$ cat src/rtl/tick_timer.sv
// tick_timer: prescaled elapsed-time counter.
// A prescaler divides clk by DIV = CLK_HZ/TICK_HZ. Each prescaler rollover
// produces a tick that counts a CNT_W-bit register up or down between 0 and
// MAX_COUNT, either wrapping or saturating at the limits.
// Optional alarm compare is built when TICK_TIMER_ALARM_EN is defined.
module tick_timer #(
    parameter int               CLK_HZ    = 100000000,
    parameter int               TICK_HZ   = 1,
    parameter int               CNT_W     = 4,
    parameter logic [CNT_W-1:0] MAX_COUNT = {CNT_W{1'b1}},
    parameter bit               SATURATE  = 1'b0
) (
    input  logic             clk,
    input  logic             rst,
    input  logic             en,
    input  logic             clear,
    input  logic             load,
    input  logic [CNT_W-1:0] load_val,
    input  logic             dir,
    output logic [CNT_W-1:0] count,
    output logic             tick,
    output logic             tc
`ifdef TICK_TIMER_ALARM_EN
    ,
    input  logic [CNT_W-1:0] alarm_val,
    output logic             alarm
`endif
);

    localparam int DIV = CLK_HZ / TICK_HZ;
    localparam int PW  = (DIV > 2) ? $clog2(DIV) : 1;
    localparam logic [PW-1:0] PRE_LAST = PW'(DIV - 1);

    // Reject configurations that cannot produce a sensible tick or count.
    generate
        if (DIV < 2) begin : g_bad_div
            $error("tick_timer: CLK_HZ/TICK_HZ must be at least 2");
        end
        if (CNT_W < 1 || CNT_W > 32) begin : g_bad_width
            $error("tick_timer: CNT_W must be in 1..32");
        end
    endgenerate

    logic [PW-1:0]    pre_reg;
    logic [CNT_W-1:0] count_reg;
    logic             tick_reg;
    logic             tc_reg;

    logic             tick_now;
    logic             at_limit;
    logic [CNT_W-1:0] count_next;
    logic [CNT_W-1:0] load_clamped;

    // Tick detection, limit detection and the next count value for a tick.
    always_comb begin
        tick_now     = en && (pre_reg == PRE_LAST);
        at_limit     = dir ? (count_reg == MAX_COUNT) : (count_reg == '0);
        load_clamped = (load_val > MAX_COUNT) ? MAX_COUNT : load_val;
        count_next   = count_reg;
        if (dir) begin
            if (at_limit)
                count_next = SATURATE ? MAX_COUNT : '0;
            else
                count_next = count_reg + 1'b1;
        end else begin
            if (at_limit)
                count_next = SATURATE ? '0 : MAX_COUNT;
            else
                count_next = count_reg - 1'b1;
        end
    end

    // Prescaler, count and strobes; clear and load discard a coincident tick.
    always_ff @(posedge clk) begin
        if (rst) begin
            pre_reg   <= '0;
            count_reg <= '0;
            tick_reg  <= 1'b0;
            tc_reg    <= 1'b0;
        end else if (clear) begin
            pre_reg   <= '0;
            count_reg <= '0;
            tick_reg  <= 1'b0;
            tc_reg    <= 1'b0;
        end else if (load) begin
            pre_reg   <= '0;
            count_reg <= load_clamped;
            tick_reg  <= 1'b0;
            tc_reg    <= 1'b0;
        end else begin
            tick_reg <= tick_now;
            tc_reg   <= tick_now && at_limit;
            if (en)
                pre_reg <= tick_now ? '0 : pre_reg + 1'b1;
            if (tick_now)
                count_reg <= count_next;
        end
    end

    assign count = count_reg;
    assign tick  = tick_reg;
    assign tc    = tc_reg;

`ifdef TICK_TIMER_ALARM_EN
    logic alarm_reg;

    // Sticky alarm: set only when a tick moves the count onto alarm_val.
    always_ff @(posedge clk) begin
        if (rst || clear || load)
            alarm_reg <= 1'b0;
        else if (tick_now && (count_next == alarm_val))
            alarm_reg <= 1'b1;
    end

    assign alarm = alarm_reg;
`endif

endmodule
$ cat config.mk
export PLATFORM = sky130hd
export DESIGN_NAME = tick_timer
export DESIGN_NICKNAME = d
export VERILOG_FILES = /design/src/rtl/tick_timer.sv
export SDC_FILE = /design/constraint.sdc
export NUM_CORES = 1
export LEC_CHECK = 0
export BUFFER_PORTS_ARGS = -buffer_cell sky130_fd_sc_hd__clkbuf_2
export CORE_MARGIN = 5
export CORE_UTILIZATION = 53
export DETAILED_ROUTE_END_ITERATION = 8
export PLACE_DENSITY = 0.75
export RECOVER_POWER = 25
export SLEW_MARGIN = 15
export SYNTH_ARGS = -nofsm -noshare
export SYNTH_HDL_FRONTEND = slang
export SYNTH_SLANG_ARGS = --single-unit
$ cat constraint.sdc
create_clock -name clk -period 1.55 [get_ports clk]
set_input_delay 0.0775 -clock clk [delete_from_list [all_inputs] [get_ports clk]]
set_output_delay 0.0775 -clock clk [all_outputs]
set_load 0.1 [all_outputs]
======== Word-level counts from Yosys, hierarchy flattened ========
Cells that the tools add are included.
storage, ports and cells
  bits in registers ....................... 33
  word-level logic and storage cells ...... 24
cells by class
  add/sub/neg operators ................... 3
  $lt $le $gt $ge ......................... 1
  eq/ne operators ......................... 2
  multiplexer cells ....................... 8
  reductions and logical operators ........ 6
operators with widths
  kind                                                                 count
  27-bit by 1-bit adder with 27-bit output (second input constant)     1
  27-bit equality test (second input constant)                         1
  27-bit two-way mux                                                   1
  4-bit two-way mux                                                    6
  4-bit by 1-bit adder with 4-bit output (second input constant)       1
  4-bit equality test (second input constant)                          1
  4-bit greater-than comparator (second input constant)                1
  4-bit logical NOT                                                    1
  4-bit by 1-bit subtractor with 4-bit output (second input constant)  1
  3-bit OR reduction                                                   1
  1-bit logical AND                                                    2
  2-bit nonzero test                                                   1
  2-bit OR reduction                                                   1
  1-bit two-way mux                                                    1

======== Depth between registers and ports, before layout ========
  depth after elaboration ................. 6
  gate-level depth with buffers ........... 7
  depth with buffers taken out ............ 6

======== Worst setup path after synthesis ========
Ideal clock, no wire load.
  path type ............................... register to register
  from .................................... register count_reg[0] (netlist: count[0])
  to ...................................... register count_reg[3] (netlist: count[3])
  arrival ................................. 2149 ps
  data required time ...................... 1420 ps
  path slack .............................. -729 ps
  stages on the path, launching flop included .. 7
  path buffers ............................ 0
  cells stage by stage .................... dfxtp_1 -> inv_1 -> ha_1 -> o21ba_2 -> o21bai_1 -> a2111oi_0 -> o31ai_1
on the way
  longest elaborated chain between the ends .. 6
  elaborated cells between the ends (all ways) .. 10
  classes of those cells .................. add/sub (2); eq/ne (1); mux (6); reduce/logical (1)
ends and longest elaborated chain
  what                                                                                                 line  RTL
  from (decl)                                                                                          45    logic [CNT_W-1:0] count_reg;
  from (signal assigned)                                                                               87    count_reg <= load_clamped;
  from (signal assigned)                                                                               96    count_reg <= count_next;
  parallel branches: the longest is 3 deep, another holds 4-bit by 1-bit subtractor with 4-bit output  -
  4-bit two-way mux *                                                                                  60    if (dir) begin
  4-bit two-way mux *                                                                                  95    if (tick_now)
  4-bit two-way mux *                                                                                  85    end else if (load) begin
Every way passes the cells marked *. The select of a mux whose other input is x is not followed.
A chain may end at the register's enable or synchronous reset.

======== Final worst setup path ========
  from .................................... register pre_reg[0]
  to ...................................... register pre_reg[24]
on the way
  longest elaborated chain between the ends .. 3
  elaborated cells between the ends (all ways) .. 4
  classes of those cells .................. add/sub (1); eq/ne (1); mux (1); reduce/logical (1)
ends and longest elaborated chain
  what                                                                                              line  RTL
  from (decl)                                                                                       44    logic [PW-1:0] pre_reg;
  from (signal assigned)                                                                            94    pre_reg <= tick_now ? '0 : pre_reg + 1'b1;
  parallel branches: the longest is 2 deep, another holds 27-bit by 1-bit adder with 27-bit output  -
  27-bit two-way mux *                                                                              94
Every way passes the cells marked *.

==> results.toml <==
[worst_setup_path]
worstRegToRegCells = 5
r2r-start = "pre_reg[0]"
r2r_end = "pre_reg[24]"
critPathRequiredTime_ns = 1.83
crit_type = "register to register"
reg2reg_slack_ns = -0.07
arrival_ns = 1.90
cp_max_fo = 8
critPathLaunchType = "register"
cp-end-kind = "register"

[place]
place_congestion = 0.925
dp_hpwl_um = 3490
placed_cell_area_um2 = 2230
portBuffers = 15

[layout]
multi_input_area_um2 = 1330
drive_above_1_share_pct = 48.9
final_common_cell = "buf_4"
layout_common_cells = "buf_4, dfxtp_1, nor2_1, clkbuf_2, a21oi_1"
regArea_um2 = 698
largest_register_ffs = 27
final_area_um2 = 2580
nFillCells = 243
area_growth_pct = 40.1
nNetsFinal = 276
antenna_cells = 0

[sta]
fin_ws_ns = -0.0669
clock.fmax_mhz = 618
fin_crit_sh_pct = 104
hold_viol = 0
setup_viol = 6
period_needed_ns = 1.62
hold_ws_ns = 0.0215
relSlewSlack_pct = 64.0
tightest_slew_ns = 0.542
finClkSkew_ns = 0.0127
slew_viol_final = 0
rsz0062_at_grt = "true"

[synth]
async_flop_share_pct = 0
synth_top_area_share_pct = 35.9
ys_seq_area_share_pct = 35.9
synth.area.top_cells = "dfxtp_1, o31ai_1, a21oi_1"
ys_ff_latch = 33
avgSynthCellArea_um2 = 8.73
synth_area_um2 = 1840
ys.flop_type = "dfxtp_1"
yosys_warnings = 0
synthesis.nets = 224
synth_edf_count = 0
synth_cells = 211
yosys.area.top_type = "dfxtp_1"
yosysUniqueCellTypes = 46

[global_routing]
grt_use_total_pct = 22.9
grt_pass1_vias = 1776
antenna_found_initial = 0
grt_max_degree = 26
grt_pass1_wl_um = 8080
overflow = 0

[clock_network]
cts_tree = "done"
cts-buffers-inserted = 5
cts_num_sinks = 33
htreeDepth = 2
clk-insertion-delay-late_ns = 0.35
cts_root_buf = "clkbuf_4"
clk_pin_slew_worst_paths_ns = 0.12
cts_max_path_buffers = 2

[die]
die_x_um = 69.0
io_pins = 16
coreArea_um2 = 3360
num_rows = 21
die_y_um = 69.0
die_area_um2 = 4750
initial_core_util_pct = 54.8

[detailed_routing]
first_pass_iters = 4
drt_iter0_drc = 110
via_per_inst = 6.03
post-route-drc-count = 0
vias = 1868
drt_wl_total_um = 5430
ant_nets = 0
wl_per_cell_um = 17.5

[hold_path]
holdPathEnd = "count[2]"
hold_class = "input port to register"
hold_start = "load_val[2]"
hold_depth = 3

[power]
cellLeakagePower_uw = 0.000896
max-vdd-ir-drop_mv = 0.711
p_per_area_nw_per_um2 = 578

[status]
status = "finished with violations"
violations = "negative setup slack"

[job]
maxCapViolCount = 0
what timing repair did:
action,CTS,global route
endpoints found under the hold margin,1,0
gates resized for setup,18,37
setup endpoints to repair,31,32
pin swaps,10,10
cloned,0,1
setup buffers,3,4
hold buffers,1,0
power breakdown:
group	switching [µW]	total, µW	internal [µW]
combinational	79.4	127	47.3
sequential	12.5	855	843
clock	339	511	171
critical path: stages (launching register included):
cell     delay [ns]
dfxtp_4        0.39
ha_4           0.14
and4_4         0.28
nand2_8        0.08
or4_1          0.51
a21oi_2        0.15
kinds of logic (layout without fill, tap and decap cells):
| family | count (synthesis) | after routing | synth area share (%) |
|---|---|---|---|
| AOI/OAI and AO/OA | 48 | 48 | 17.3 |
| buffers and inverters | 18 | 70 | 5.71 |
| adders and majority gates | 3 | 3 | 2.04 |
| DFF | 33 | 33 | 35.9 |
| xor gates and xnor gates | 13 | 13 | 6.18 |
| muxes | 1 | 1 | 0.611 |
| and+or+nand+nor | 95 | 96 | 32.3 |
synth_stat cells (2+ instances only):
master	count
a2111oi_0	2
nor2b_1	2
a21oi_1	17
inv_1	6
nand4_1	8
ha_1	3
and4_1	7
nor2_1	15
a211oi_1	2
dfxtp_1	33
buf_4	2
and4_4	2
buf_2	5
and3_1	5
buf_6	3
nand2_1	11
xor2_1	9
nand2b_1	2
nand3_1	12
nor3_1	6
or4_1	10
nor4bb_1	2
xnor2_1	4
nor4b_1	3
o31ai_1	12
o21ba_2	2
o21ai_0	7
final cells by class:
type                    instances  share of cell area [%]
repair buffers                 56                    16.0
inverters                       6                   0.873
clock inverters                 3                   0.679
multi-input cells             161                    51.7
clock buffers                   5                    1.45
flip-flops and latches         33                    27.0
well taps                      46                    2.23
how the worst max path moves through the flow:
stage / slack (ns) / endpoint / startpoint
CTS: -0.04 / pre_reg[16] / pre_reg[0]
finish: -0.07 / pre_reg[24] / pre_reg[0]
detailed placement: -0.14 / pre_reg[14] / pre_reg[0]
floorplan: -0.1 / count[3] / count[0]
global route: -0.14 / pre_reg[24] / pre_reg[0]
global placement: -0.07 / pre_reg[24] / pre_reg[0]
metal layers:
metal,up-vias,routed length [µm],track usage [%]
met5,-,0,0
met4,0,146,9.25
met3,16,264,4.70
met2,68,2920,42.9
met1,883,2100,24.9
li1,901,-,-
stage by stage:
stage	cells	utilization (%)	power (µW)	setup WS, ns	TNS (ns)
2_1_floorplan	211	-	961	-0.0964	-0.153
3_3_place_gp	293	66.3	989	-0.0724	-0.517
3_5_place_dp	293	66.3	996	-0.141	-2.37
4_1_cts	305	70.6	1460	-0.0366	-0.140
5_1_grt	310	76.7	1550	-0.138	-1.39
6_report	310	76.7	1490	-0.0669	-0.203
(Power assumes the default switching activity.)
